**config.mk**
```make
export PLATFORM = sky130hd
export DESIGN_NAME = sleep_req_ctl
export DESIGN_NICKNAME = d
export VERILOG_FILES = /design/src/rtl/sleep_req_ctl_pkg.sv /design/src/rtl/sleep_wake_timer.sv /design/src/rtl/sleep_req_ctl.sv
export SDC_FILE = /design/constraint.sdc
export NUM_CORES = 1
export LEC_CHECK = 0
export CORE_MARGIN = 8
export CORE_UTILIZATION = 47
export DETAILED_ROUTE_END_ITERATION = 8
export HOLD_SLACK_MARGIN = 0.03
export PLACE_DENSITY = 0.84
export SETUP_SLACK_MARGIN = 0.02
export SLEW_MARGIN = 10
export SYNTH_ARGS = -nofsm -noshare
export SYNTH_HDL_FRONTEND = slang
export SYNTH_SLANG_ARGS = --single-unit
```
**constraint.sdc**
```tcl
create_clock -name SYSCLKF -period 1.8 [get_ports SYSCLKF]
set_input_delay 0.36 -clock SYSCLKF [delete_from_list [all_inputs] [get_ports SYSCLKF]]
set_output_delay 0.36 -clock SYSCLKF [all_outputs]
set_load 0.05 [all_outputs]
```
**src/rtl/sleep_req_ctl_pkg.sv**
```systemverilog
// Shared encodings for the sleep request sequencer: FSM states, wake causes
// and the minimum release hold that covers the distribution block's pipeline.
package sleep_req_ctl_pkg;

    localparam logic [2:0] ST_IDLE    = 3'd0;
    localparam logic [2:0] ST_SETTLE  = 3'd1;
    localparam logic [2:0] ST_REQ     = 3'd2;
    localparam logic [2:0] ST_ASLEEP  = 3'd3;
    localparam logic [2:0] ST_RELEASE = 3'd4;

    localparam logic [1:0] WC_CORE    = 2'b00;
    localparam logic [1:0] WC_AGENT   = 2'b01;
    localparam logic [1:0] WC_TIMER   = 2'b10;
    localparam logic [1:0] WC_DISABLE = 2'b11;

    localparam int unsigned RELEASE_MIN_CYC = 3;

endpackage

```
**src/rtl/sleep_wake_timer.sv**
```systemverilog
// Auto-wake down-counter: loads on sleep entry, decrements when enabled and
// saturates at zero so a long sleep can never wrap into a huge delay.
module sleep_wake_timer #(
    parameter int unsigned CNT_W = 16
) (
    input  logic             clk,
    input  logic             rst_n,
    input  logic             load,
    input  logic [CNT_W-1:0] load_val,
    input  logic             dec,
    output logic             expired
);

    logic [CNT_W-1:0] cnt_q;
    logic [CNT_W-1:0] cnt_d;

    always_comb begin
        cnt_d = cnt_q;
        if (load) begin
            cnt_d = load_val;
        end else if (dec && (cnt_q != '0)) begin
            cnt_d = cnt_q - CNT_W'(1);
        end
    end

    always_ff @(posedge clk or negedge rst_n) begin
        if (!rst_n) begin
            cnt_q <= '0;
        end else begin
            cnt_q <= cnt_d;
        end
    end

    assign expired = (cnt_q == '0);

endmodule

```
**src/rtl/sleep_req_ctl.sv**
```systemverilog
// Gathers agent sleep requests, raises EXT_SLEEPREQ_R once all unmasked agents
// have requested stably, acknowledges at system sleep and releases on wake.
module sleep_req_ctl
    import sleep_req_ctl_pkg::*;
#(
    parameter int unsigned NREQ       = 4,
    parameter int unsigned CNT_W      = 16,
    parameter int unsigned SETTLE_CYC = 4
) (
    input  logic             SYSCLKF,
    input  logic             RESET_D2_R_N,
    input  logic             CFG_SLEEPENABLE,
    input  logic [NREQ-1:0]  REQ_SLEEP_R,
    input  logic [NREQ-1:0]  REQ_MASK_R,
    input  logic             TIMER_EN_R,
    input  logic [CNT_W-1:0] TIMER_LOAD_R,
    input  logic             SL_HALT_ANY_R,
    input  logic             SL_SLEEPSYS_C0_R,
    output logic             EXT_SLEEPREQ_R,
    output logic [NREQ-1:0]  SLEEP_ACK_R,
    output logic             SLEEP_BUSY_R,
    output logic [1:0]       WAKE_CAUSE_R
);

    localparam logic [3:0] SETTLE_INIT = 4'(SETTLE_CYC - 1);
    localparam logic [1:0] REL_LAST    = 2'(RELEASE_MIN_CYC - 1);

    logic [2:0]      state_q,  state_d;
    logic [3:0]      settle_q, settle_d;
    logic [1:0]      rel_q,    rel_d;
    logic            armed_q,  armed_d;
    logic            ext_q,    ext_d;
    logic [NREQ-1:0] ack_q,    ack_d;
    logic            busy_q,   busy_d;
    logic [1:0]      cause_q,  cause_d;

    logic [NREQ-1:0] act;
    logic            all_req;
    logic            any_drop;
    logic            none_req;
    logic            tmr_load;
    logic            tmr_dec;
    logic            tmr_expired;

    sleep_wake_timer #(
        .CNT_W (CNT_W)
    ) u_timer (
        .clk      (SYSCLKF),
        .rst_n    (RESET_D2_R_N),
        .load     (tmr_load),
        .load_val (TIMER_LOAD_R),
        .dec      (tmr_dec),
        .expired  (tmr_expired)
    );

    assign tmr_dec = (state_q == ST_ASLEEP) && TIMER_EN_R;

    always_comb begin
        act      = ~REQ_MASK_R;
        all_req  = (act != '0) && ((REQ_SLEEP_R & act) == act);
        any_drop = |(act & ~REQ_SLEEP_R);
        none_req = ((REQ_SLEEP_R & act) == '0);

        state_d  = state_q;
        settle_d = settle_q;
        rel_d    = rel_q;
        armed_d  = armed_q;
        cause_d  = cause_q;
        ack_d    = ack_q;
        tmr_load = 1'b0;

        case (state_q)
            ST_IDLE: begin
                if (none_req) begin
                    armed_d = 1'b1;
                end
                if (all_req && armed_q && CFG_SLEEPENABLE) begin
                    state_d  = ST_SETTLE;
                    settle_d = SETTLE_INIT;
                end
            end
            ST_SETTLE: begin
                if (!all_req || !CFG_SLEEPENABLE) begin
                    state_d = ST_IDLE;
                end else if (settle_q == '0) begin
                    state_d = ST_REQ;
                end else begin
                    settle_d = settle_q - 4'd1;
                end
            end
            ST_REQ: begin
                if (SL_SLEEPSYS_C0_R) begin
                    state_d  = ST_ASLEEP;
                    tmr_load = 1'b1;
                    ack_d    = act;
                    armed_d  = 1'b0;
                end else if (any_drop) begin
                    state_d = ST_RELEASE;
                    cause_d = WC_AGENT;
                end else if (!CFG_SLEEPENABLE) begin
                    state_d = ST_RELEASE;
                    cause_d = WC_DISABLE;
                end
            end
            ST_ASLEEP: begin
                state_d = ST_RELEASE;
                if (!SL_SLEEPSYS_C0_R) begin
                    cause_d = WC_CORE;
                end else if (any_drop) begin
                    cause_d = WC_AGENT;
                end else if (tmr_expired && TIMER_EN_R) begin
                    cause_d = WC_TIMER;
                end else if (!CFG_SLEEPENABLE) begin
                    cause_d = WC_DISABLE;
                end else begin
                    state_d = ST_ASLEEP;
                end
            end
            ST_RELEASE: begin
                // Counter saturates at REL_LAST; the exit test only opens after the minimum hold.
                if (rel_q >= REL_LAST) begin
                    if (!SL_HALT_ANY_R && !SL_SLEEPSYS_C0_R) begin
                        state_d = ST_IDLE;
                    end
                end else begin
                    rel_d = rel_q + 2'd1;
                end
            end
            default: begin
                state_d = ST_IDLE;
            end
        endcase

        if ((state_d == ST_RELEASE) && (state_q != ST_RELEASE)) begin
            rel_d = '0;
        end
        if (state_d != ST_ASLEEP) begin
            ack_d = '0;
        end
        ext_d  = (state_d == ST_REQ) || (state_d == ST_ASLEEP);
        busy_d = (state_d != ST_IDLE);
    end

    always_ff @(posedge SYSCLKF or negedge RESET_D2_R_N) begin
        if (!RESET_D2_R_N) begin
            state_q  <= ST_IDLE;
            settle_q <= '0;
            rel_q    <= '0;
            armed_q  <= 1'b1;
            ext_q    <= 1'b0;
            ack_q    <= '0;
            busy_q   <= 1'b0;
            cause_q  <= WC_CORE;
        end else begin
            state_q  <= state_d;
            settle_q <= settle_d;
            rel_q    <= rel_d;
            armed_q  <= armed_d;
            ext_q    <= ext_d;
            ack_q    <= ack_d;
            busy_q   <= busy_d;
            cause_q  <= cause_d;
        end
    end

    assign EXT_SLEEPREQ_R = ext_q;
    assign SLEEP_ACK_R    = ack_q;
    assign SLEEP_BUSY_R   = busy_q;
    assign WAKE_CAUSE_R   = cause_q;

endmodule

```
==> flow_summary.toml, run 1 <==
[floorplanning]
die_h_um = 82.2
fp.dieW_um = 82.2
io_pins = 38
die_area_um2 = 6760
row_count = 24
initial_core_util_pct = 48.0
core_um2 = 4290

[job]
max_cap_violations = 0

[setup_path]
reg2reg_depth = 7
timing.rr.end = "u_timer.cnt_q[12]"
crit_required_ns = 1.97
end_kind = "flip-flop"
crit_arrival_ns = 2.07
reg2reg_slack_ns = -0.09
criticalPathCategory = "reg -> reg"
start_kind = "flip-flop"
worstPathMaxFanout = 4
r2r-start = "u_timer.cnt_q[5]"

[route]
first_pass_iters = 4
drt_iter0_markers = 91
num_vias = 2103
wire_per_inst_um = 16.6
drc = 0
wirelength_um = 6130
ant_nets = 0
vias_per_cell = 5.70

[timing]
fin_setup_tns_ns = -0.255
finalWorstSetupSlack_ns = -0.0947
rsz0062_at_grt = "true"
clock_skew_ns = 0.00475
finalCritPeriodShare_pct = 105
setup_viol_count_final = 7
slew_headroom_pct = 72.3
slew_violations = 0
min_period_ns = 1.89
hold_viol = 0
clock.fmax_ghz = 0.528
tightestPinTransition_ns = 0.410

[synth]
async_flop_share_pct = 100
ys_ff_latch = 34
synth_top_family_by_area = "simple AND/OR/NAND/NOR gates"
synth-xor-area-share_pct = 3.83
synthMuxAreaShare_pct = 1.03
synth_cells = 219
synthSimpleGateAreaFrac_pct = 27.9
ys_warn_count = 0
synth.distinct_cells = 57
synth_top_flop_cell = "dfrtp_1"
syn_area_um2 = 2060
yosysSeqAreaShare_pct = 41.3
synth_compound_area_share_pct = 19.0
synth_edf_count = 0
syn_nets = 254
synth_area_per_cell_um2 = 9.41
synth_fa_ha_area_share_pct = 3.04

[finish]
regArea_um2 = 856
final_cell_mix = "buf_4 (62), dfrtp_1 (30), clkdlybuf4s50_1 (28), nand2_1 (22), nor2_1 (19)"
final_common_cell = "buf_4"
drive_above_1_share_pct = 36.9
final_core_util_pct = 74.2
fin_nets = 351
fillers = 291
area_growth_pct = 54.7
antenna_cells = 0
multi_input_area_um2 = 1290

[grt]
grt_max_degree = 35
gr-max-usage-layer = "met2"
grt_overflow_total = 0
grt_pass1_wl_um = 9200
grt_use_met3_pct = 5.09
grt_use_total_pct = 17.1
grt_pass1_vias = 2148
met1_usage_pct = 19.0
met2_usage_pct = 30.4
grt_antenna_before_repair = 0

[cts]
htree_levels = 2
cts_made_buffers = 5
root_buffer = "clkbuf_8"
clock_latency_ns = 0.30
clk_pin_slew_ns = 0.07
cts_num_sinks = 34
clk_path_buf_depth = 2
hold_buffers = 0
cts_tree = "yes"

[power_and_ir_drop]
p_clk_share_pct = 25.9
peakVddDrop_mv = 0.478
p_leak_nw = 1.43
powerDensity_nw_per_um2 = 720
combPwrFrac_pct = 33.1
power_frac_seq_pct = 41.1
p_sw_w = 0.000731
switching_share_pct = 31.8
internal_power_w = 0.00157

[outcome]
violations = "negative setup slack"
status = "complete, but fails checks"

[min_path]
hp-class = "in -> async"

[place]
gp_congestion = 0.852
dp_hpwl_um = 4070
place_ws_ns = -0.335
portBuffers = 37
## synthesized netlist by cell type (5+ instances only)
cell | instances | area share (%)
o21ai_0 | 10 | 2.4
nand2b_1 | 6 | 1.8
inv_1 | 10 | 1.8
nand3_1 | 7 | 1.7
ha_1 | 5 | 3.0
dfrtp_1 | 33 | 40
xnor2_1 | 5 | 2.1
nor3_1 | 5 | 1.2
a21oi_1 | 7 | 1.7
nor2_1 | 22 | 4.0
nand2_1 | 22 | 4.0
## state kept, by name, indices dropped and copies added, names as in the netlist
| register | cells |
|---|---|
| u_timer.cnt_q | 16 |
| settle_q | 4 |
| SLEEP_ACK_R | 4 |
| state_q | 3 |
| SLEEP_BUSY_R | 1 |
| armed_q | 1 |
| rel_q | 2 |
| WAKE_CAUSE_R | 2 |
| EXT_SLEEPREQ_R | 1 |
## cell families after synthesis
kind of cell / count (synthesis)
muxes: 2
AOI/OAI and AO/OA: 53
DFF: 34
xor gates and xnor gates: 9
buffers and inverters: 18
and+or+nand+nor: 98
adders and majority gates: 5
## critical path, stage by stage (launching register included)
cell      delay [ns]
dfrtp_1         0.41
nor4_2          0.30
buf_4           0.17
and2_4          0.13
nand4_1         0.16
buf_4           0.20
o311ai_1        0.27
nand3_1         0.12
## power by group through the flow
stage	clock (W)	combinational (W)	sequential, W
2_1_floorplan	0	0.000305	0.000966
3_3_place_gp	0	0.000606	0.000938
3_5_place_dp	0	0.000627	0.000945
4_1_cts	0.000608	0.000654	0.000940
5_1_grt	0.000639	0.000824	0.000951
6_report	0.000594	0.000759	0.000943
## stage by stage
step	total power (W)	std cells	area (µm²)	hold slack (ns)
6_report	0.00230	369	3190	0.433
3_5_place_dp	0.00157	348	2810	0.477
2_1_floorplan	0.00127	219	2060	0.0644
5_1_grt	0.00241	369	3190	0.441
4_1_cts	0.00220	359	2960	0.435
3_3_place_gp	0.00154	348	2810	0.471
## worst max path at each step
stage,slack [ns],depth (start not counted),end,start
after CTS,-0.03,6,u_timer.cnt_q[1],u_timer.cnt_q[10]
after detailed placement,-0.33,6,u_timer.cnt_q[11],TIMER_EN_R
after floorplan,0.04,7,u_timer.cnt_q[12],u_timer.cnt_q[0]
after global placement,-0.30,6,u_timer.cnt_q[13],TIMER_EN_R
after global routing,-0.17,7,u_timer.cnt_q[2],u_timer.cnt_q[5]
final,-0.09,7,u_timer.cnt_q[12],u_timer.cnt_q[5]
## cell type report
class / instances / area share (%)
clock buffers: 7 / 2.71
inverters: 10 / 1.18
repair buffers: 98 / 26.5
flip-flops and latches: 34 / 26.8
multi-input cells: 167 / 40.5
well taps: 52 / 2.04
clock inverters: 1 / 0.157
## timing repair
action                                 CTS  global route
buffers inserted                         3            10
endpoints found under the hold margin    0             0
pin swaps                                8            20
gates resized for setup                 11            36
setup endpoints to repair               19            27
## layer usage
metal  routed length, µm  vias up
met1                2470     1036
met4                 112        0
met2                3220       55
li1                    -      999
met3                 320       13
met5                   0        -
Power figures use the tool's default switching activity.
==> inputs of run 2 (changes only) <==
- CORE_UTILIZATION: 47 -> 50
- CTS_BUF_LIST: not set -> sky130_fd_sc_hd__clkbuf_2 sky130_fd_sc_hd__clkbuf_4 sky130_fd_sc_hd__clkbuf_8
- PLACE_DENSITY: 0.84 -> 0.85
- clock period: 1.8 -> 2 ns (I/O delays scaled with it)
==> flow_summary.toml, run 2 (synthesized netlist as in run 1, its figures left out) <==
[cts]
cts_tree = "yes"
root_buffer = "clkbuf_8"
cts_made_buffers = 5
clk_path_buf_depth = 2
htree_levels = 2
cts_num_sinks = 34
hold_buffers = 0
clk_pin_slew_ns = 0.07
clock_latency_ns = 0.29

[power_and_ir_drop]
powerDensity_nw_per_um2 = 752
p_leak_nw = 1.25
total_power_w = 0.00217
peakVddDrop_mv = 0.584

[setup_path]
start_kind = "input port"
crit_arrival_ns = 2.13
crit_required_ns = 2.23
end_kind = "flip-flop"
crit_top_cell = "buf_4"
criticalPathCategory = "in -> reg"
path_cells = "clkdlybuf4s50_1 > and4b_1 > buf_4 > o21ai_4 > buf_4 > or4_1 > nand3_1"
slowest_stage = "clkdlybuf4s50_1"
worstPathMaxFanout = 5
slowest_delay_ns = 0.47

[floorplanning]
initial_core_util_pct = 51.9
fp.dieW_um = 80.2
die_h_um = 80.2
core_um2 = 3970
io_pins = 38
row_count = 23
die_area_um2 = 6430

[timing]
rsz0062_at_grt = "true"
finalWorstSetupSlack_ns = 0.0984
hold_viol = 0
tightestPinTransition_ns = 0.518
slew_violations = 0
whs_ns = 0.506
min_period_ns = 1.90
slew_headroom_pct = 65.4
setup_viol_count_final = 0
finalCritPeriodShare_pct = 95.1
clock_skew_ns = 0.00499
clock.fmax_ghz = 0.526

[grt]
grt_antenna_before_repair = 0
grt_pass1_wl_um = 8880
grt_pass1_vias = 1986
grt_use_total_pct = 17.3
grt_overflow_total = 0
grt_max_degree = 35

[finish]
area_growth_pct = 40.1
regArea_um2 = 852
largest_reg_flops = 16
regMostFlops = "u_timer.cnt_q"
drive_above_1_share_pct = 21.8
antenna_cells = 0
final_cell_mix = "clkdlybuf4s50_1 (37), dfrtp_1 (33), buf_4 (33), nor2_1 (21), nand2_1 (21)"
fillers = 308
instances_no_fill = 339
final_common_cell = "clkdlybuf4s50_1"
final_core_util_pct = 72.7
fin_nets = 323
multi_input_area_um2 = 1170

[min_path]
hp-class = "reg -> reg"

[route]
wirelength_um = 5360
wl_met2_um = 2880
drc = 0
first_pass_iters = 4
vias_per_cell = 5.62
ant_nets = 0
drt_iter0_markers = 93
wire_per_inst_um = 15.8
wl_met1_um = 2190
top_layer = "met4"
num_vias = 1906
wl_met3_um = 225

[place]
dp_hpwl_um = 3970
dp_cells = 328
gp_congestion = 0.838
place_ws_ns = -0.173
portBuffers = 37

[job]
max_cap_violations = 0

[outcome]
status = "finished, final reports clean"
==> run 2: critical path: cells and delay by family <==
kind / cells / cell delay (ns)
compound gates: 1 / 0.07
buf+inv: 3 / 0.78
simple gates: 3 / 0.87
==> run 2: final timing paths <==
| kind | from | endpoint | slack, ns | cells past startpoint |
|---|---|---|---|---|
| max | TIMER_EN_R | u_timer.cnt_q[4] | 0.1 | 7 |
| min | settle_q[3] | settle_q[3] | 0.51 | 1 |
| max reg2reg | u_timer.cnt_q[6] | u_timer.cnt_q[12] | 0.1 | 5 |
| min reg2reg | settle_q[3] | settle_q[3] | 0.51 | 1 |
| max in group asynchronous | RESET_D2_R_N | armed_q | 1.14 | 2 |
| min in group asynchronous | RESET_D2_R_N | u_timer.cnt_q[8] | 0.53 | 2 |
==> run 2: final cells by class <==
type | instances | share of cell area [%]
multi-input combinational | 167 | 40.7
sequential | 34 | 29.5
timing repair buffer | 70 | 21.4
clock buffer | 6 | 2.86
tap | 50 | 2.17
clock inverter | 2 | 2.08
inverter | 10 | 1.30
==> run 2: repair_timing <==
| item | CTS | global route |
|---|---|---|
| setup buffers | 0 | 3 |
| hold endpoints to repair | 0 | 0 |
| endpoints found under the setup margin | 0 | 14 |
| gates resized for setup | 0 | 10 |
==> run 2: metrics by stage <==
stage / TNS [ns] / instance area, µm²
6_report: 0 / 2890
2_1_floorplan: 0 / 2060
3_3_place_gp: -0.586 / 2680
3_5_place_dp: -1.43 / 2680
5_1_grt: 0 / 2890
4_1_cts: 0 / 2820
==> run 2: per-layer routing <==
layer  vias to the layer above  GRT usage, %
met2                        34          30.7
met5                         -             0
met4                         0          4.91
met3                         9          5.25
met1                       920          19.3
li1                        943             -
==> run 2: where the power goes <==
part | switching [W] | total, W | internal (W)
clock network | 0.000260 | 0.000791 | 0.000532
registers | 0.0000921 | 0.000858 | 0.000766
logic | 0.000250 | 0.000522 | 0.000271
==> inputs of run 3 (changes only) <==
- SETUP_SLACK_MARGIN: 0.02 -> not set
==> flow_summary.toml, run 3 (synthesized netlist as in run 1, its figures left out) <==
[outcome]
status = "finished, final reports clean"

[timing]
hold_viol = 0
tightestPinTransition_ns = 0.518
finalCritPeriodShare_pct = 94.9
slew_violations = 0
min_period_ns = 1.90
slew_headroom_pct = 65.4
finalWorstSetupSlack_ns = 0.103
whs_ns = 0.506
setup_viol_count_final = 0
clock_skew_ns = 0.00406
clock.fmax_ghz = 0.527
rsz0062_at_grt = "true"

[route]
ant_nets = 0
num_vias = 1886
wire_per_inst_um = 15.4
drt_iter0_markers = 120
first_pass_iters = 4
drc = 0
vias_per_cell = 5.61
wirelength_um = 5190

[finish]
final_cell_mix = "clkdlybuf4s50_1 (37), dfrtp_1 (33), buf_4 (30), nor2_1 (21), nand2_1 (21)"
multi_input_area_um2 = 1170
regMostFlops = "u_timer.cnt_q"
fillers = 313
regArea_um2 = 852
drive_above_1_share_pct = 20.6
final_common_cell = "clkdlybuf4s50_1"
antenna_cells = 0
largest_reg_flops = 16
fin_nets = 320
area_growth_pct = 38.7

[floorplanning]
fp.dieW_um = 80.2
io_pins = 38
die_h_um = 80.2
core_um2 = 3970
row_count = 23
die_area_um2 = 6430
initial_core_util_pct = 51.9

[grt]
grt_pass1_wl_um = 8880
grt_overflow_total = 0
grt_antenna_before_repair = 0
grt_pass1_vias = 1986
grt_max_degree = 35
grt_use_total_pct = 17.3

[setup_path]
slowest_stage = "dfrtp_1"
reg2reg_depth = 8
crit_arrival_ns = 2.06
slowest_delay_ns = 0.39
reg2reg_slack_ns = 0.10
r2r-start = "u_timer.cnt_q[1]"
path_cells = "inv_1 > ha_1 > nor2b_2 > nand3b_1 > o21ai_1 > buf_4 > xor2_1 > o21ai_0"
crit_required_ns = 2.17
start_kind = "flip-flop"
timing.rr.end = "u_timer.cnt_q[6]"
worstPathMaxFanout = 4
end_kind = "flip-flop"
criticalPathCategory = "reg -> reg"

[place]
gp_congestion = 0.838
place_ws_ns = -0.173
portBuffers = 37
dp_hpwl_um = 3970

[cts]
cts_tree = "yes"
htree_levels = 2
cts_made_buffers = 5
cts_setup_buffers = 0
root_buffer = "clkbuf_8"
clock_latency_ns = 0.29
clk_pin_slew_ns = 0.07
clk_path_buf_depth = 2
cts_num_sinks = 34

[min_path]
whs_path_depth = 1
hp-class = "reg -> reg"
holdPathEnd = "settle_q[3]"
hold_start = "settle_q[3]"

[power_and_ir_drop]
peakVddDrop_mv = 0.581
p_leak_nw = 1.24
total_power_w = 0.00216
powerDensity_nw_per_um2 = 755

[job]
max_cap_violations = 0
## run 3: cell count changes in the layout (fill, tap and decap cells not counted)
| cell | delta |
|---|---|
| o311ai_0 | +1 |
| nor4bb_1 | +1 |
| buf_4 | -3 |
| nor4bb_2 | -1 |
| o311ai_1 | -1 |
## run 3: worst max path at each step
stage / start / end / slack (ns) / cells after the start
final: u_timer.cnt_q[1] / u_timer.cnt_q[6] / 0.10 / 8
after floorplan: u_timer.cnt_q[0] / u_timer.cnt_q[1] / 0.15 / 7
after CTS: u_timer.cnt_q[6] / u_timer.cnt_q[6] / 0.04 / 6
after global placement: TIMER_EN_R / u_timer.cnt_q[13] / -0.09 / 6
after detailed placement: TIMER_EN_R / u_timer.cnt_q[13] / -0.17 / 6
after global routing: u_timer.cnt_q[1] / u_timer.cnt_q[1] / -0.007 / 8
## run 3: what timing repair did
action | CTS | global route
hold buffers | 0 | 0
setup endpoints to repair | 0 | 13
gates resized for setup | 0 | 8
## run 3: worst max-delay path: cells and delay by family (launching register included)
kind            cells  cell delay (ns)
buf+inv             2             0.26
compound gates      2             0.41
fa+ha+maj           1             0.18
xor+xnor            1             0.14
flops               1             0.39
simple gates        2             0.39
## run 3: metal layers
metal  global-route usage, %  vias up  part of all wire [%]
li1                        -      940                     -
met1                    19.3      911                    42
met2                    30.7       26                    53
met3                    5.25        9                   4.0
met4                    4.91        0                   1.2
met5                       0        -                     0
## run 3: area by class of cell
class | count | area share (%)
sequential | 34 | 29.8
clock buffer | 6 | 2.89
clock inverter | 2 | 2.10
multi-input combinational | 167 | 40.8
tap | 50 | 2.19
inverter | 10 | 1.31
timing repair buffer | 67 | 20.8
## run 3: through the flow
step,cell area [µm²],TNS (ns),util (%),instances
final,2860,0,72.0,336
after global routing,2860,-0.00878,72.0,336
after CTS,2820,0,71.0,336
after detailed placement,2680,-1.43,67.4,328
after global placement,2680,-0.586,67.4,328
after floorplan,2060,0,-,219
## run 3: power by group
| part | leakage, nW | switching [W] | internal, W |
|---|---|---|---|
| sequential | 0.432 | 0.0000890 | 0.000766 |
| combinational | 0.732 | 0.000246 | 0.000264 |
| clock | 0.0714 | 0.000262 | 0.000532 |
